<file path="src/rtl/serial_adder.sv">
// ---------------------------------------------------------------------------
// serial_adder
//
// Bit-serial adder. A request accepted on a rising clk edge captures both
// operands and the carry-in, then one full-adder bit is evaluated per clock,
// LSB first, for WIDTH clocks. The finished sum and carry-out are loaded into
// output registers and flagged by a one-cycle done pulse.
//
// Parameters
//   WIDTH  operand/result width in bits (2..32), default 8
//
// Ports
//   clk    in   single clock, all state changes on the rising edge
//   rst_n  in   asynchronous active-low reset
//   start  in   request to begin an addition (accepted in IDLE or DONE)
//   a      in   operand A, captured on the accepting edge
//   b      in   operand B, captured on the accepting edge
//   cin    in   carry-in, captured on the accepting edge
//   busy   out  high while the bit-serial addition is in progress
//   done   out  one-cycle pulse, sum/cout valid from this cycle on
//   sum    out  registered a+b+cin modulo 2^WIDTH, held until next result
//   cout   out  registered carry-out of the full addition
// ---------------------------------------------------------------------------
module serial_adder #(
  parameter int WIDTH = 8
) (
  input  logic             clk,
  input  logic             rst_n,
  input  logic             start,
  input  logic [WIDTH-1:0] a,
  input  logic [WIDTH-1:0] b,
  input  logic             cin,
  output logic             busy,
  output logic             done,
  output logic [WIDTH-1:0] sum,
  output logic             cout
);

  // The counter only has to reach WIDTH-1; the last shift is detected by
  // comparing against that value rather than counting up to WIDTH.
  localparam int CNT_W = (WIDTH > 2) ? $clog2(WIDTH) : 1;
  localparam logic [CNT_W-1:0] LAST_CNT = CNT_W'(WIDTH - 1);

  typedef enum logic [1:0] {
    IDLE  = 2'd0,
    SHIFT = 2'd1,
    DONE  = 2'd2
  } state_t;

  state_t           state_q,  state_d;
  logic [WIDTH-1:0] op_a_q,   op_a_d;
  logic [WIDTH-1:0] op_b_q,   op_b_d;
  logic             carry_q,  carry_d;
  logic [CNT_W-1:0] cnt_q,    cnt_d;
  logic [WIDTH-1:0] psum_q,   psum_d;
  logic [WIDTH-1:0] sum_q,    sum_d;
  logic             cout_q,   cout_d;
  logic             busy_q,   busy_d;
  logic             done_q,   done_d;

  logic             bit_sum;
  logic             bit_carry;
  logic [WIDTH-1:0] psum_shifted;

  // One full-adder slice working on the current operand LSBs.
  always_comb begin
    bit_sum      = op_a_q[0] ^ op_b_q[0] ^ carry_q;
    bit_carry    = (op_a_q[0] & op_b_q[0]) |
                   (op_a_q[0] & carry_q)   |
                   (op_b_q[0] & carry_q);
    // New bits enter at the MSB, so after WIDTH shifts bit 0 of the
    // result has walked down to the LSB position.
    psum_shifted = {bit_sum, psum_q[WIDTH-1:1]};
  end

  // Next-state logic. DONE behaves like IDLE with respect to start so that
  // a held or re-asserted start chains additions with no idle gap.
  always_comb begin
    state_d = state_q;
    op_a_d  = op_a_q;
    op_b_d  = op_b_q;
    carry_d = carry_q;
    cnt_d   = cnt_q;
    psum_d  = psum_q;
    sum_d   = sum_q;
    cout_d  = cout_q;

    case (state_q)
      IDLE, DONE: begin
        if (start) begin
          op_a_d  = a;
          op_b_d  = b;
          carry_d = cin;
          cnt_d   = '0;
          psum_d  = '0;
          state_d = SHIFT;
        end else begin
          state_d = IDLE;
        end
      end

      SHIFT: begin
        op_a_d  = {1'b0, op_a_q[WIDTH-1:1]};
        op_b_d  = {1'b0, op_b_q[WIDTH-1:1]};
        carry_d = bit_carry;
        psum_d  = psum_shifted;
        if (cnt_q == LAST_CNT) begin
          cnt_d   = '0;
          sum_d   = psum_shifted;
          cout_d  = bit_carry;
          state_d = DONE;
        end else begin
          cnt_d   = cnt_q + CNT_W'(1);
        end
      end

      default: begin
        state_d = IDLE;
      end
    endcase

    // Status outputs are registered copies of the next state so they line
    // up exactly with the cycles spent in SHIFT and DONE.
    busy_d = (state_d == SHIFT);
    done_d = (state_d == DONE);
  end

  // State and datapath registers; reset clears everything immediately.
  always_ff @(posedge clk or negedge rst_n) begin
    if (!rst_n) begin
      state_q <= IDLE;
      op_a_q  <= '0;
      op_b_q  <= '0;
      carry_q <= 1'b0;
      cnt_q   <= '0;
      psum_q  <= '0;
      sum_q   <= '0;
      cout_q  <= 1'b0;
      busy_q  <= 1'b0;
      done_q  <= 1'b0;
    end else begin
      state_q <= state_d;
      op_a_q  <= op_a_d;
      op_b_q  <= op_b_d;
      carry_q <= carry_d;
      cnt_q   <= cnt_d;
      psum_q  <= psum_d;
      sum_q   <= sum_d;
      cout_q  <= cout_d;
      busy_q  <= busy_d;
      done_q  <= done_d;
    end
  end

  assign busy = busy_q;
  assign done = done_q;
  assign sum  = sum_q;
  assign cout = cout_q;

endmodule

</file>
<file path="config.mk">
export PLATFORM = sky130hd
export DESIGN_NAME = serial_adder
export DESIGN_NICKNAME = d
export VERILOG_FILES = /design/src/rtl/serial_adder.sv
export SDC_FILE = /design/constraint.sdc
export NUM_CORES = 1
export LEC_CHECK = 0
export ABC_CLOCK_PERIOD_IN_PS = 4600
export CAP_MARGIN = 20
export CORE_UTILIZATION = 25
export CTS_BUF_LIST = sky130_fd_sc_hd__clkbuf_2
export CTS_CLUSTER_DIAMETER = 200
export DETAILED_ROUTE_END_ITERATION = 6
export SLEW_MARGIN = 20
export SYNTH_ARGS = -nofsm -noshare
export SYNTH_HDL_FRONTEND = slang
export SYNTH_SLANG_ARGS = --single-unit
</file>
<file path="constraint.sdc">
create_clock -name clk -period 4.6 [get_ports clk]
set_input_delay 0.92 -clock clk [delete_from_list [all_inputs] [get_ports clk]]
set_output_delay 0.92 -clock clk [all_outputs]
set_load 0.005 [all_outputs]
</file>
==> flow_summary.ini <==
[power_and_ir_drop]
cellPowerDensity_nw_per_um2 = 584
leakage_nw = 0.972
ir_drop_v = 0.000198
total_power_mw = 1.29

[sta]
setup_viol = 0
worst_pin_slew_ns = 0.913
drv_slew = 0
period_share = 0.479
skew_ns = 0.0230
fin_crit_ns = 2.20
holdWs_ns = 0.514
fmax_mhz = 454
finalHoldViolations = 0
grt_setup_unrepaired = no
relSlewSlack = 0.391
tns_ns = 0

[placed_design]
dp_hpwl_um = 2270
io_buffers = 30
placed_cell_area_um2 = 2170
routabilityCongestion = 0.720

[route]
drtIter0Drc = 15
vias = 1188
antenna_left = 0
routed_via_density = 4.30
firstDrtPassIters = 4
drt-total-wl_um = 3340
routedWlPerCell_um = 12.1
post-route-drc-count = 0

[yosys]
synth_edf_count = 0
ys.flop_type = dfrtp_1
synth_common_cells = 40 x dfrtp_1, 16 x a21oi_1, 11 x inv_1
netlist_instances = 153
synth_top_area_share = 0.548
seq_area_frac_synth = 0.548
synth_most_common_cell = dfrtp_1
async_reset_ff_frac = 1.00
ys_ff_latch = 40
synth_area_leaders = dfrtp_1 55%, mux2i_1 5.5%, a21oi_1 4.4%
syn_nets = 176
yosys_warnings = 0
yosysUniqueCellTypes = 28
avgSynthCellArea_um2 = 11.9
synth_area_um2 = 1830
yosysTopAreaCell = dfrtp_1

[floorplan]
start_util = 0.263
die_y_um = 87.5
core_um2 = 6940
die_x_um = 87.5
ioPinCount = 31
die-area_um2 = 7660
rows = 30

[worst_setup_path]
required_ns = 3.68
cp_slowest_cell = clkdlybuf4s50_1
crit_family = buffers and inverters
critPathKind = register to output pin
critPathBufInv = 1
slowest_delay_ns = 0.50
crit_path_cell_trace = clkdlybuf4s50_1
cp-start-kind = register
endpoint_kind = output pin
critical_path_arrival_ns = 1.28
crit_fanout = 2

[global_routing]
grtUsageTotal = 0.100
antenna_found_initial = 0
grt_pass1_wl_um = 5770
grt_pass1_vias = 1234
grt_max_degree = 41
grt-ovfl-total = 0

[layout]
syn_to_final_growth_pct = 20.9
final_area_um2 = 2210
layout.nets = 203
drive_gt1_frac = 0.106
nFillCells = 724
num_antenna_cells = 0
final_util = 0.318

[flow_run]
max-cap-violations = 0

[clock_tree]
clk_root_buffer_cell = clkbuf_2
htreeDepth = 2
cts_sinks = 40
path_clk_slew_ns = 0.20
cts_tree = done
clock_path_buffers = 2
postCtsHoldBufs = 0
cts_setup_buffers = 0
numCtsBuffers = 5
cts-resized-gates = 0
worstSkewPairLatency_ns = 0.39

[worst_hold_path]
hold_path.class = register to register

[status]
status = finished clean
==> tightest hold or removal path, cell delays in order, from the launching register on <==
cell     delay [ns]
dfrtp_1        0.39
nand2_1        0.05
o21ai_1        0.06
==> layout make-up <==
class                           count  area (µm²)  area share
Timing Repair Buffer               31         303       0.137
Multi-Input combinational cell     91         708       0.320
Clock buffer                        5        25.0      0.0113
Inverter                           11        41.3      0.0187
Sequential cell                    40        1000       0.453
Tap cell                           96         120      0.0543
Clock inverter                      2        12.5     0.00566
==> sequential cells by signal (all words and copies together) (netlist names) <==
register	cells
busy	1
cout	1
sum	8
state_q	2
psum_q	7
op_a_q	8
carry_q	1
op_b_q	8
done	1
cnt_q	3
==> kinds of logic after synthesis <==
kind of cell	count (synthesis)	synth area share
AOI/OAI and AO/OA	47	0.165
muxes	20	0.125
adders and majority gates	3	0.0246
buffers and inverters	22	0.0650
and+or+nand+nor	21	0.0732
DFF	40	0.548
==> cell usage in the layout, fill, tap and decap left out, types with 2 or more instances in the layout <==
cell type        count
o22ai_1              6
o21ai_1              2
a22o_1               8
mux2_4               4
dfrtp_1             40
nand3_1              2
nand2b_1             2
mux2_1               2
nor2_1               2
nor2b_1             10
ha_1                 2
o21ai_0              4
a21oi_1             16
clkdlybuf4s50_1     29
a211oi_1             9
clkbuf_2             5
mux2_2               4
mux2i_1             10
nand2_1              2
inv_1               11
==> routing by layer <==
metal | routed length (µm) | GRT usage
met2 | 1430 | 0.148
met3 | 149 | 0.0294
met4 | 49 | 0.0537
met1 | 1710 | 0.133
met5 | 0 | 0
==> metrics by stage <==
step	setup slack, ns	std cells
floorplan	2.94	153
global placement	2.17	269
CTS	2.36	276
detailed placement	2.16	269
finish	2.40	276
global route	2.28	276
==> where the power goes <==
part	leakage, nW	switching [mW]	internal [mW]
Sequential	0.491	0.134	0.506
Combinational	0.456	0.202	0.301
Clock	0.0248	0.114	0.0336
Total	0.972	0.451	0.840
==> path summary, 6_finish.rpt <==
kind                                 start         to  slack [ns]  depth (start not counted)
worst max register to register  state_q[0]  psum_q[3]        2.62                          3
max in group asynchronous            rst_n     sum[1]        3.42                          1
worst min-delay path                  cout       cout        0.51                          2
worst min register to register        cout       cout        0.51                          2
worst max-delay path                sum[7]     sum[7]        2.40                          1
min in group asynchronous            rst_n  op_b_q[7]        0.62                          1
Note: power is estimated with default switching activity, not from simulation.
==> variant, RTL diff (same flow settings) <==
Reset style: synchronous (`rst_n`), changed in one clocked block. Comments in the files are not updated.
--- a/src/rtl/serial_adder.sv
+++ b/src/rtl/serial_adder.sv
@@ -126,7 +126,7 @@
   end
 
   // State and datapath registers; reset clears everything immediately.
-  always_ff @(posedge clk or negedge rst_n) begin
+  always_ff @(posedge clk) begin
     if (!rst_n) begin
       state_q <= IDLE;
       op_a_q  <= '0;
Behaviour: differs if rst_n is asserted again (counterexample within 4 cycles, from zero or initial values and one cycle with rst_n low); with rst_n held inactive, the same outputs for 10 cycles.
==> variant against the unedited design <==
Hold slack worse by 44 ps. Clock skew is 5.0 ps lower. Core utilization decreased by 0.24 points. Fmax fell by 2.3%. Sequential share of layout area down 8.2 points. Cell count up 8.3%. Setup slack worse by 52 ps. Area after synthesis is 2.3% lower. Cell area is 2.4% lower. Sequential cell count did not move. Wire length rose by 8.5%.
Power is not compared: it rests on default switching activity, and its combinational part moved more than twofold at a synthesized area within 25%.
==> variant: results (changes against the unedited design) <==
stage	metric	value	unit	change
global_route	GR Layer Usage met1	13.34	%	+0.087 points
outcome	status	complete, no violations		
global_route	first-pass GRT wire length	6.154	mm	+6.7%
setup_path	critical path arrival	2590	ps	+1310 ps
yosys	Syn Nets	200		+14%
yosys	ys flop type	dfxtp_1		
clock_tree	CTS max path bufs	2		unchanged
global_route	GRT met2 Usage	17.68	%	+2.8 points
yosys	Area contributors post-synth	dfxtp_1 (45%), o221ai_2 (10%), nand2_1 (5.5%)		
placement	post-detail-place hpwl	2.364	mm	+4.1%
placement	routability cong.	0.6735		-6.4%
setup_path	R2R cell count	5		+2
yosys	Synth cell types	34		+21%
setup_path	slowest stage cell, crit path	clkdlybuf4s50_1		
global_route	GRT met3 Usage	2.762	%	-0.18 points
setup_path	Max stage delay on crit path	1140	ps	+640 ps
clock_tree	post-CTS setup buffers	0		unchanged
final_layout	net count reported at finish	225		+11%
global_route	vias in the first global route	1300		+5.3%
final_layout	layout cell share with drive strength beyond 1	19.21	%	+8.7 points
drt	vias per cell	4.445		+3.3%
yosys	share of the yosys chip area belonging to registers	44.85	%	-9.9 points
sta	Max Clock Skew	17.92	ps	-5.047 ps
setup_path	critical-path maximum fanout	25		+23
yosys	ys async rst share	0	%	-100 points
drt	Pre-antenna DRT Iters	4		unchanged
clock_tree	Skew-Pair Late Insertion Delay	380	ps	
sta	worst-margin pin slew	1014	ps	+101.0 ps
yosys	Commonest cells post-synth	dfxtp_1 (40), nand2_1 (26), nor2_1 (14)		
global_route	All-Layer GR Usage	10.62	%	+0.58 points
-- variant: path summary, 6_finish.rpt --
| kind | from | end | slack, ps |
|---|---|---|---|
| worst max-delay path | rst_n | psum_q[2]$_SDFFE_PN0P_ | 2340 |
| worst min-delay path | sum[4]$_SDFFE_PN0P_ | sum[4]$_SDFFE_PN0P_ | 470 |
| worst max register to register | cnt_q[1]$_SDFFE_PN0P_ | cout$_SDFFE_PN0P_ | 3060 |
| worst min register to register | sum[4]$_SDFFE_PN0P_ | sum[4]$_SDFFE_PN0P_ | 470 |
-- variant: per-layer routing --
metal  up-vias  part of all wire (%)
met3         4                   3.3
met2        19                    46
met1       632                    49
met4         0                   1.5
li1        674                     -
met5         -                     0
-- variant: logic make-up (layout without fill, tap and decap cells) --
| logic type | Yosys count | after routing | share of synthesized area [%] |
|---|---|---|---|
| buffers and inverters | 18 | 44 | 7.007 |
| adder cells (fa/ha/maj) | 3 | 3 | 2.523 |
| AO/OA/AOI/OAI | 40 | 40 | 23.55 |
| AND/OR/NAND/NOR | 76 | 76 | 22.07 |
| flip-flops | 40 | 40 | 44.85 |
-- variant: stage by stage --
stage | power [W] | setup slack, ps | instance area (um2) | util [%] | instances
detailed placement | 0.0004840 | 1916 | 2117 | 30.99 | 291
floorplan | 0.0004565 | 2988 | 1785 | - | 177
global route | 0.0006602 | 2230 | 2158 | 31.59 | 299
finish | 0.0006272 | 2343 | 2158 | 31.59 | 299
global placement | 0.0004827 | 1839 | 2115 | 30.95 | 291
CTS | 0.0006402 | 2335 | 2158 | 31.59 | 299
-- variant: worst min-delay path: stages, from the launching register on --
cell and delay, ps:
dfxtp_1 360, nand2_1 50, a21boi_1 50
-- variant: power by group through the flow --
stage / Sequential [W] / Clock [W] / Combinational [W]
3_3_place_gp: 0.000384 / 0 / 0.0000991
5_1_grt: 0.000379 / 0.000171 / 0.000110
3_5_place_dp: 0.000384 / 0 / 0.000100
2_1_floorplan: 0.000381 / 0 / 0.0000751
4_1_cts: 0.000377 / 0.000162 / 0.000101
6_report: 0.000376 / 0.000152 / 0.0000985
-- variant: area by class of cell --
| type | instances | area [um2] |
|---|---|---|
| Fill cell | 765 | 4673 |
| Multi-Input combinational cell | 119 | 862.1 |
| Sequential cell | 40 | 800.8 |
| Timing Repair Buffer | 33 | 322.8 |
| Tap cell | 96 | 120.1 |
| Clock buffer | 6 | 30.03 |
| Clock inverter | 2 | 11.26 |
| Inverter | 3 | 11.26 |
